--- src/rtl/risc_v_mike_uart_ctrl_pkg.sv ---
// Shared types and constants for the memory-mapped UART_MIKE controller.
package risc_v_mike_uart_ctrl_pkg;

  localparam int unsigned UART_DATA_WIDTH = 8;

  typedef enum logic [1:0] {TxIdle, TxSend, TxWait, TxClr} t_uart_tx_state;
  typedef enum logic {RxIdle, RxClr} t_uart_rx_state;

  localparam logic [1:0] UART_REG_TXDATA = 2'd0;
  localparam logic [1:0] UART_REG_RXDATA = 2'd1;
  localparam logic [1:0] UART_REG_STATUS = 2'd2;
  localparam logic [1:0] UART_REG_CTRL   = 2'd3;

  localparam int unsigned STAT_TX_FULL  = 0;
  localparam int unsigned STAT_TX_EMPTY = 1;
  localparam int unsigned STAT_RX_EMPTY = 2;
  localparam int unsigned STAT_RX_FULL  = 3;
  localparam int unsigned STAT_RX_OVR   = 4;
  localparam int unsigned STAT_TX_OVF   = 5;
  localparam int unsigned STAT_PAR_ERR  = 6;
  localparam int unsigned STAT_TX_BUSY  = 7;
  localparam int unsigned STAT_TX_IE    = 8;

endpackage

--- src/rtl/risc_v_mike_sync_fifo.sv ---
// Synchronous FIFO with flush; push on a full FIFO is accepted only alongside a pop.
module risc_v_mike_sync_fifo #(
  parameter int unsigned WIDTH = 8,
  parameter int unsigned DEPTH = 4
) (
  input  logic             clk,
  input  logic             n_rst,
  input  logic             push,
  input  logic             pop,
  input  logic             flush,
  input  logic [WIDTH-1:0] wr_data,
  output logic             full,
  output logic             empty,
  output logic [WIDTH-1:0] rd_data
);

  localparam int unsigned PW = $clog2(DEPTH);

  logic [WIDTH-1:0] mem_q [DEPTH];
  logic [PW-1:0]    wr_ptr_q, rd_ptr_q;
  logic [PW:0]      count_q;
  logic             do_push, do_pop;

  assign full    = (count_q == (PW+1)'(DEPTH));
  assign empty   = (count_q == '0);
  // Flush wins over both sides; a full FIFO accepts a push only if a pop frees a slot.
  assign do_pop  = pop & ~empty & ~flush;
  assign do_push = push & (~full | do_pop) & ~flush;
  assign rd_data = mem_q[rd_ptr_q];

  always_ff @(posedge clk or negedge n_rst) begin
    if (!n_rst) begin
      wr_ptr_q <= '0;
      rd_ptr_q <= '0;
      count_q  <= '0;
    end else if (flush) begin
      wr_ptr_q <= '0;
      rd_ptr_q <= '0;
      count_q  <= '0;
    end else begin
      if (do_push) wr_ptr_q <= wr_ptr_q + 1'b1;
      if (do_pop)  rd_ptr_q <= rd_ptr_q + 1'b1;
      count_q <= count_q + (PW+1)'(do_push) - (PW+1)'(do_pop);
    end
  end

  always_ff @(posedge clk) begin
    if (do_push) mem_q[wr_ptr_q] <= wr_data;
  end

endmodule

--- src/rtl/risc_v_mike_uart_ctrl.sv ---
// Memory-mapped UART controller: TX/RX FIFOs plus hardware send/clear handshakes
// towards UART_MIKE, exposed as four word registers.
module risc_v_mike_uart_ctrl #(
  parameter int unsigned UART_DATA_WIDTH = risc_v_mike_uart_ctrl_pkg::UART_DATA_WIDTH,
  parameter int unsigned TX_FIFO_DEPTH   = 4,
  parameter int unsigned RX_FIFO_DEPTH   = 4
) (
  input  logic                       clk,
  input  logic                       n_rst,
  input  logic [1:0]                 bus_addr,
  input  logic                       bus_wr,
  input  logic                       bus_rd,
  input  logic [31:0]                bus_wr_data,
  output logic [31:0]                bus_rd_data,
  output logic [UART_DATA_WIDTH-1:0] uart_tx_data,
  output logic                       uart_tx_send,
  input  logic                       uart_tx_flag,
  output logic                       uart_tx_flag_clr,
  input  logic                       uart_rx_flag,
  input  logic [UART_DATA_WIDTH-1:0] uart_rx_data,
  output logic                       uart_rx_flag_clr,
  input  logic                       uart_parity_error,
  output logic                       irq
);

  import risc_v_mike_uart_ctrl_pkg::*;

  logic                       tx_wr, rx_rd, ctrl_wr;
  logic                       sticky_clr, tx_flush, rx_flush;
  logic                       tx_full, tx_empty, rx_full, rx_empty;
  logic [UART_DATA_WIDTH-1:0] tx_head, rx_head;
  logic                       tx_pop, rx_pop, rx_push;
  logic                       tx_ovf_q, rx_ovr_q, par_err_q, tx_ie_q;
  logic [8:0]                 status;
  logic                       unused_wr_data;
  t_uart_tx_state             tx_state_q, tx_state_d;
  t_uart_rx_state             rx_state_q, rx_state_d;

  assign tx_wr          = bus_wr & (bus_addr == UART_REG_TXDATA);
  assign ctrl_wr        = bus_wr & (bus_addr == UART_REG_CTRL);
  assign rx_rd          = bus_rd & (bus_addr == UART_REG_RXDATA);
  assign sticky_clr     = ctrl_wr & bus_wr_data[0];
  assign tx_flush       = ctrl_wr & bus_wr_data[1];
  assign rx_flush       = ctrl_wr & bus_wr_data[2];
  assign rx_pop         = rx_rd & ~rx_empty & ~rx_flush;
  assign unused_wr_data = ^bus_wr_data[31:UART_DATA_WIDTH];

  risc_v_mike_sync_fifo #(.WIDTH(UART_DATA_WIDTH), .DEPTH(TX_FIFO_DEPTH)) u_tx_fifo (
    .clk     (clk),
    .n_rst   (n_rst),
    .push    (tx_wr),
    .pop     (tx_pop),
    .flush   (tx_flush),
    .wr_data (bus_wr_data[UART_DATA_WIDTH-1:0]),
    .full    (tx_full),
    .empty   (tx_empty),
    .rd_data (tx_head)
  );

  risc_v_mike_sync_fifo #(.WIDTH(UART_DATA_WIDTH), .DEPTH(RX_FIFO_DEPTH)) u_rx_fifo (
    .clk     (clk),
    .n_rst   (n_rst),
    .push    (rx_push),
    .pop     (rx_rd),
    .flush   (rx_flush),
    .wr_data (uart_rx_data),
    .full    (rx_full),
    .empty   (rx_empty),
    .rd_data (rx_head)
  );

  // TX FSM
  always_ff @(posedge clk or negedge n_rst) begin
    if (!n_rst) tx_state_q <= TxIdle;
    else        tx_state_q <= tx_state_d;
  end

  always_comb begin
    tx_state_d = tx_state_q;
    unique case (tx_state_q)
      TxIdle:  if (!tx_empty && !tx_flush) tx_state_d = TxSend;
      TxSend:  tx_state_d = TxWait;
      TxWait:  if (uart_tx_flag) tx_state_d = TxClr;
      TxClr:   if (!uart_tx_flag) tx_state_d = TxIdle;
      default: tx_state_d = TxIdle;
    endcase
  end

  always_comb begin
    tx_pop           = 1'b0;
    uart_tx_send     = 1'b0;
    uart_tx_flag_clr = 1'b0;
    unique case (tx_state_q)
      TxIdle:  tx_pop = ~tx_empty & ~tx_flush;
      TxSend:  uart_tx_send = 1'b1;
      TxClr:   uart_tx_flag_clr = 1'b1;
      default: ;
    endcase
  end

  // RX FSM
  always_ff @(posedge clk or negedge n_rst) begin
    if (!n_rst) rx_state_q <= RxIdle;
    else        rx_state_q <= rx_state_d;
  end

  always_comb begin
    rx_state_d = rx_state_q;
    unique case (rx_state_q)
      RxIdle:  if (uart_rx_flag) rx_state_d = RxClr;
      RxClr:   if (!uart_rx_flag) rx_state_d = RxIdle;
      default: rx_state_d = RxIdle;
    endcase
  end

  always_comb begin
    rx_push          = 1'b0;
    uart_rx_flag_clr = 1'b0;
    unique case (rx_state_q)
      RxIdle:  rx_push = uart_rx_flag;
      RxClr:   uart_rx_flag_clr = 1'b1;
      default: ;
    endcase
  end

  // Sticky flags: a same-cycle set overrides the clear.
  always_ff @(posedge clk or negedge n_rst) begin
    if (!n_rst) begin
      tx_ovf_q     <= 1'b0;
      rx_ovr_q     <= 1'b0;
      par_err_q    <= 1'b0;
      tx_ie_q      <= 1'b0;
      uart_tx_data <= '0;
    end else begin
      tx_ovf_q  <= (tx_ovf_q & ~sticky_clr) | (tx_wr & tx_full & ~tx_pop & ~tx_flush);
      rx_ovr_q  <= (rx_ovr_q & ~sticky_clr) | (rx_push & rx_full & ~rx_pop & ~rx_flush);
      par_err_q <= (par_err_q & ~sticky_clr) | (rx_push & uart_parity_error);
      if (ctrl_wr) tx_ie_q <= bus_wr_data[3];
      if (tx_pop)  uart_tx_data <= tx_head;
    end
  end

  always_comb begin
    status                = '0;
    status[STAT_TX_FULL]  = tx_full;
    status[STAT_TX_EMPTY] = tx_empty;
    status[STAT_RX_EMPTY] = rx_empty;
    status[STAT_RX_FULL]  = rx_full;
    status[STAT_RX_OVR]   = rx_ovr_q;
    status[STAT_TX_OVF]   = tx_ovf_q;
    status[STAT_PAR_ERR]  = par_err_q;
    status[STAT_TX_BUSY]  = (tx_state_q != TxIdle);
    status[STAT_TX_IE]    = tx_ie_q;
  end

  always_comb begin
    bus_rd_data = '0;
    unique case (bus_addr)
      UART_REG_RXDATA: if (!rx_empty) bus_rd_data = 32'(rx_head);
      UART_REG_STATUS: bus_rd_data = 32'(status);
      UART_REG_CTRL:   bus_rd_data[3] = tx_ie_q;
      default:         ;
    endcase
  end

  assign irq = ~rx_empty | (tx_empty & tx_ie_q);

endmodule

--- config.mk ---
export PLATFORM = sky130hd
export DESIGN_NAME = risc_v_mike_uart_ctrl
export DESIGN_NICKNAME = d
export VERILOG_FILES = /design/src/rtl/risc_v_mike_uart_ctrl_pkg.sv /design/src/rtl/risc_v_mike_sync_fifo.sv /design/src/rtl/risc_v_mike_uart_ctrl.sv
export SDC_FILE = /design/constraint.sdc
export NUM_CORES = 1
export LEC_CHECK = 0
export CORE_AREA = 8 8 100 102
export CTS_BUF_LIST = sky130_fd_sc_hd__clkbuf_8
export DETAILED_ROUTE_END_ITERATION = 7
export DIE_AREA = 0 0 108 110
export PLACE_DENSITY = 0.82
export SYNTH_ARGS = -nofsm -noshare
export SYNTH_HDL_FRONTEND = slang
export SYNTH_HIERARCHICAL = 1
export SYNTH_SLANG_ARGS = --single-unit
--- constraint.sdc ---
create_clock -name clk -period 3.55 [get_ports clk]
set_input_delay 0.5325 -clock clk [delete_from_list [all_inputs] [get_ports clk]]
set_output_delay 0.5325 -clock clk [all_outputs]
set_load 0.02 [all_outputs]
==> impl_metrics.env, run 1 <==
export IMPL_dr_pass1_iters=5
export IMPL_clock_sinks=93
export IMPL_tns_ps=0
export IMPL_fp_dieW_um=108
export IMPL_min_period_ps=3323
export IMPL_cts_hold_buf=0
export IMPL_grt_pass1_vias=2427
export IMPL_drc=0
export IMPL_synth_edf_count=64
export IMPL_dieArea_sq_um=11880
export IMPL_grt_pass1_wl_mm=12.46
export IMPL_via_per_inst=5.222
export IMPL_drtAntennaViolNets=0
export IMPL_ys_seq_area_share_pct=60.37
export IMPL_synthFlopType="edfxtp_1"
export IMPL_synth_warnings=6
export IMPL_clkTransAtPathRegs_ps=80
export IMPL_p_leak_uw=0.001966
export IMPL_path_cells="clkdlybuf4s50_1, inv_1, ha_1, nor2b_1, buf_4, a22oi_1, nor2b_1, clkdlybuf4s50_1"
export IMPL_place_hpwl_mm=5.724
export IMPL_synth_cell_type_count=38
export IMPL_cp_top_family="buffers and inverters"
export IMPL_setup_slack_ps=226.9
export IMPL_grt_overflow_total=0
export IMPL_fin_crit_sh_pct=93.61
export IMPL_cts_tree="done"
export IMPL_insertion_delay_ps=360
export IMPL_final_hold_violation_count=0
export IMPL_syn_avg_cell_area_sq_um=15.39
export IMPL_fill_cells=650
export IMPL_setup_violations=0
export IMPL_wirelength_mm=7.879
export IMPL_areaGrowthSynthToFinish_pct=15.69
export IMPL_wire_per_inst_um=17.51
export IMPL_rows=34
export IMPL_cp_arrival_ps=2790
export IMPL_startpoint_type="primary input"
export IMPL_drt_iter0_drc=92
export IMPL_path_buf_inv=4
export IMPL_critPathMaxStageDelay_ps=650
export IMPL_max_slew_worst_pin_slew_ps=580.3
export IMPL_dpl_instance_area_sq_um=4876
export IMPL_cts_buffers=9
export IMPL_synth_commonest_cells="64 x edfxtp_1, 29 x dfrtp_1, 25 x buf_4"
export IMPL_initial_core_util_pct=51.80
export IMPL_p_per_area_nw_per_um2=713.0
export IMPL_synth_cell_area_sq_um=4385
export IMPL_drv_slew=0
export IMPL_n_antenna_cell=0
export IMPL_async_flop_share_pct=31.18
export IMPL_clk_path_buf_depth=2
export IMPL_vias=2350
export IMPL_max_freq_mhz=300.9
export IMPL_ios=93
export IMPL_synth_seq_cells=93
export IMPL_max_cap_violations=0
export IMPL_place_gp_congestion=0.7279
export IMPL_total_power_uw=3617
export IMPL_drive_above_1_share_pct=16.37
export IMPL_post_cts_setup_buffers=0
export IMPL_end_kind="output port"
export IMPL_port_buffers=45
export IMPL_status="finished, final reports clean"
export IMPL_finalInstanceArea_sq_um=5074
export IMPL_crit_slowest_cell="clkdlybuf4s50_1"
export IMPL_cts_root_buffer="clkbuf_8"
export IMPL_layout_nets=409
export IMPL_rsz0062_at_grt="no"
export IMPL_grt_antenna_before_repair=0
export IMPL_grt_usage_pct=13.72
export IMPL_die_h_um=110
export IMPL_max_vdd_ir_drop_mv=0.4005
export IMPL_finalCoreUtilization_pct=59.93
export IMPL_path_class="in -> out"
export IMPL_synth_most_common_cell="edfxtp_1"
export IMPL_core_sq_um=8466
export IMPL_path_max_fanout=6
export IMPL_required_ps=3020
export IMPL_netlist_area_leader_share_pct=43.82
export IMPL_fin_skew_ps=9.905
export IMPL_grt_max_degree=30
export IMPL_cts_resized=0
export IMPL_synth_top_cells_by_area="edfxtp_1 44%, dfrtp_1 17%, mux4_2 8.2%"
export IMPL_slew_headroom_pct=61.31
export IMPL_hp_class="reg -> reg"
export IMPL_syn_inst=285
export IMPL_synth_largest_area_cell="edfxtp_1"
export IMPL_htreeDepth=3
export IMPL_pre_cts_ws_ps=206.3
-- state kept, by name, indices dropped and copies added, names as in the netlist --
signal,count
u_rx_fifo/mem_q,32
tx_state_q,2
tx_ie_q,1
rx_state_q,1
par_err_q,1
tx_ovf_q,1
u_tx_fifo/mem_q,32
rx_ovr_q,1
uart_tx_data,8
u_tx_fifo/wr_ptr_q,2
u_tx_fifo/rd_ptr_q,2
u_rx_fifo/rd_ptr_q,2
u_rx_fifo/count_q,3
u_rx_fifo/wr_ptr_q,2
u_tx_fifo/count_q,3
-- report_power, final --
part / internal, uW / switching, uW
Combinational: 710 / 586
Clock: 329 / 376
Sequential: 1380 / 237
Total: 2420 / 1200
-- metal layers --
metal  vias to the layer above  global-route usage (%)  share of wire, %
li1                       1088                       -                 -
met1                      1168                   16.19                42
met2                        84                   23.41                50
met3                        10                   4.709               8.0
met4                         0                   3.766              0.79
met5                         -                       0                 0
-- cell type report --
cell class	instances	area [sq um]	share of cell area [%]
inverters	16	60.06	1.184
clock inverters	7	73.82	1.455
repair buffers	51	495.5	9.766
well taps	108	135.1	2.663
flip-flops and latches	93	2648	52.18
multi-input cells	166	1538	30.31
clock buffers	9	123.9	2.441
-- placed cells by master, fill, tap and decap left out, drive strengths merged, types with 3 or more instances in the layout --
cell,instances
edfxtp,64
clkdlybuf4s50,45
dfrtp,29
conb,23
ha,21
inv,18
mux4,16
nor2,15
nor2b,14
mux2,12
and2,11
clkbuf,9
a22oi,6
buf,6
xor2,6
nand2,4
nor3b,4
nand2b,4
a21oi,3
mux2i,3
nand3,3
-- through the flow --
| stage | hold WS [ps] | instances |
|---|---|---|
| 6_report | 513.3 | 450 |
| 5_1_grt | 541.7 | 450 |
| 4_1_cts | 514.2 | 450 |
| 3_5_place_dp | 494.0 | 434 |
| 3_3_place_gp | 484.3 | 434 |
| 2_1_floorplan | 236.9 | 307 |
-- worst paths after layout --
check,start,to,slack [ps],depth (start not counted)
worst max-delay path,bus_addr[1],bus_rd_data[5],230,8
worst min-delay path,rx_ovr_q,rx_ovr_q,510,1
worst max register to register,u_tx_fifo/count_q[1],u_tx_fifo/count_q[2],680,13
worst min register to register,rx_ovr_q,rx_ovr_q,510,1
max in group asynchronous,n_rst,rx_ovr_q,2690,2
min in group asynchronous,n_rst,uart_tx_data[5],560,2
-- logic make-up after synthesis --
group | count (synthesis) | synth area share, %
compound gates | 18 | 3.167
flops | 93 | 60.37
other cells | 1 | 0.08551
xor+xnor | 8 | 1.598
simple gates | 63 | 8.587
buf+inv | 48 | 6.448
fa+ha+maj | 23 | 6.904
mux | 31 | 12.84
Note: power is estimated with default switching activity, not from simulation.
==> run 2: changes to the inputs <==
--- a/config.mk
+++ b/config.mk
@@ -5,10 +5,10 @@
 export SDC_FILE = /design/constraint.sdc
 export NUM_CORES = 1
 export LEC_CHECK = 0
-export CORE_AREA = 8 8 100 102
+export CORE_AREA = 2 2 94 96
 export CTS_BUF_LIST = sky130_fd_sc_hd__clkbuf_8
 export DETAILED_ROUTE_END_ITERATION = 7
-export DIE_AREA = 0 0 108 110
+export DIE_AREA = 0 0 96 98
 export PLACE_DENSITY = 0.82
 export SYNTH_ARGS = -nofsm -noshare
 export SYNTH_HDL_FRONTEND = slang
==> run 2 against run 1 <==
Flip-flop and latch count is the same. Global-route usage grew 3.5 points. Core utilization shrank 0.18 points. Cell count is the same. Sequential power is essentially flat. Clock power shrank 7.9%. Worst setup slack gained 99 ps. Critical endpoint is now bus_rd_data[2]. Largest power group unchanged.
==> impl_metrics.env, run 2 (synthesis results as in run 1) <==
export IMPL_cts_resized=0
export IMPL_htreeDepth=3
export IMPL_path_max_fanout=5
export IMPL_cts_buffers=9
export IMPL_rsz0062_at_grt="no"
export IMPL_layout_nets=409
export IMPL_end_kind="output port"
export IMPL_p_per_area_nw_per_um2=703.5
export IMPL_max_cap_violations=0
export IMPL_fp_dieW_um=96
export IMPL_stdcell_count=450
export IMPL_vias=2345
export IMPL_seqPwrFrac_pct=45.5
export IMPL_max_vdd_ir_drop_mv=0.4024
export IMPL_min_period_ps=3224
export IMPL_grt_antenna_before_repair=0
export IMPL_cts_hold_buf=0
export IMPL_cts_root_buffer="clkbuf_8"
export IMPL_grt_max_degree=30
export IMPL_p_int_uw=2352
export IMPL_ff2ff_setup_slack_ps=620
export IMPL_cp_endpoint="bus_rd_data[2]"
export IMPL_startpoint_type="primary input"
export IMPL_p_clk_share_pct=18.3
export IMPL_drtAntennaViolNets=0
export IMPL_cp_arrival_ps=2690
export IMPL_clkTransAtPathRegs_ps=90
export IMPL_status="finished, final reports clean"
export IMPL_ff2ff_path_depth=13
export IMPL_layout_commonest_cell="edfxtp_1"
export IMPL_path_class="in -> out"
export IMPL_areaGrowthSynthToFinish_pct=15.35
export IMPL_crit_start="bus_addr[1]"
export IMPL_finalCoreUtilization_pct=59.75
export IMPL_grt_pass1_wl_mm=12.00
export IMPL_max_freq_mhz=310.2
export IMPL_ios=93
export IMPL_setup_violations=0
export IMPL_required_ps=3020
export IMPL_dp_cells=434
export IMPL_dr_pass1_iters=4
export IMPL_fin_skew_ps=6.801
export IMPL_hp_class="reg -> reg"
export IMPL_insertion_delay_ps=370
export IMPL_drc=0
export IMPL_max_slew_worst_pin_slew_ps=596.4
export IMPL_cts_tree="done"
export IMPL_grt_pass1_vias=2450
export IMPL_wire_per_inst_um=16.62
export IMPL_fill_cells=638
export IMPL_port_buffers=45
export IMPL_die_h_um=98
export IMPL_clock_sinks=93
export IMPL_place_hpwl_mm=5.470
export IMPL_comb_power_share_pct=36.2
export IMPL_final_hold_violation_count=0
export IMPL_wirelength_mm=7.480
export IMPL_post_cts_setup_buffers=0
export IMPL_n_antenna_cell=0
export IMPL_place_gp_congestion=0.7142
export IMPL_drv_slew=0
export IMPL_drt_iter0_drc=141
export IMPL_dieArea_sq_um=9408
export IMPL_swShare_pct=33.90
export IMPL_grt_overflow_total=0
export IMPL_via_per_inst=5.211
export IMPL_drive_above_1_share_pct=16.67
export IMPL_min_from="tx_ovf_q"
export IMPL_core_sq_um=8466
export IMPL_tns_ps=0
export IMPL_grt_usage_pct=17.19
export IMPL_r2r_start="u_tx_fifo/count_q[1]"
export IMPL_clk_path_buf_depth=2
export IMPL_p_leak_uw=0.001957
export IMPL_fin_crit_sh_pct=90.82
export IMPL_rows=34
export IMPL_r2r_end="u_tx_fifo/count_q[2]"
export IMPL_mostFrequentLayoutCells="64 x edfxtp_1, 45 x clkdlybuf4s50_1, 29 x dfrtp_1"
export IMPL_initial_core_util_pct=51.80
export IMPL_top_regs="u_rx_fifo/mem_q (32), u_tx_fifo/mem_q (32), uart_tx_data (8)"
export IMPL_p_switching_uw=1206
export IMPL_slew_headroom_pct=60.24
## run 2: power groups by stage
stage | combinational [uW] | sequential, uW | clock (uW)
after floorplan | 971 | 1580 | 0
after global placement | 1240 | 1630 | 0
after detailed placement | 1300 | 1650 | 0
after CTS | 1310 | 1630 | 673
after global routing | 1430 | 1660 | 715
final | 1290 | 1620 | 650
## run 2: worst min path at each step
stage / endpoint / slack, ps / depth (start not counted)
6_report: tx_ovf_q / 520 / 1
5_1_grt: tx_ovf_q / 520 / 1
4_1_cts: tx_ovf_q / 520 / 1
3_5_place_dp: tx_ovf_q / 480 / 1
3_3_place_gp: rx_ovr_q / 480 / 1
2_1_floorplan: par_err_q / 240 / 0
## run 2: cell type report
type / count / area, sq um / area share [%]
clock buffer: 9 / 123.9 / 2.449
clock inverter: 7 / 58.81 / 1.163
inverter: 16 / 60.06 / 1.187
multi-input combinational: 166 / 1538 / 30.40
sequential: 93 / 2648 / 52.34
tap: 108 / 135.1 / 2.671
timing repair buffer: 51 / 495.5 / 9.795
## run 2: worst max-delay path, stage by stage
cell	delay, ps
clkdlybuf4s50_1	460
inv_1	120
ha_1	180
nor2b_1	320
buf_4	200
a22oi_1	60
nor2b_1	180
clkdlybuf4s50_1	630
## run 2: per-layer routing
metal | vias to the layer above | global-route usage [%] | wire length (um)
li1 | 1092 | - | -
met1 | 1176 | 20.88 | 3085
met2 | 68 | 29.59 | 3956
met3 | 9 | 4.861 | 399
met4 | 0 | 4.945 | 39
met5 | - | 0 | 0
## run 2: through the flow
| step | power (uW) | hold WS, ps | setup WS [ps] | instance area [sq um] |
|---|---|---|---|---|
| after global placement | 2866 | 482.7 | 268.5 | 4876 |
| final | 3559 | 516.3 | 325.9 | 5059 |
| after CTS | 3605 | 516.2 | 339.8 | 5059 |
| after detailed placement | 2948 | 483.2 | 191.6 | 4876 |
| after floorplan | 2553 | 236.9 | 769.5 | 4468 |
| after global routing | 3799 | 524.0 | 217.1 | 5059 |
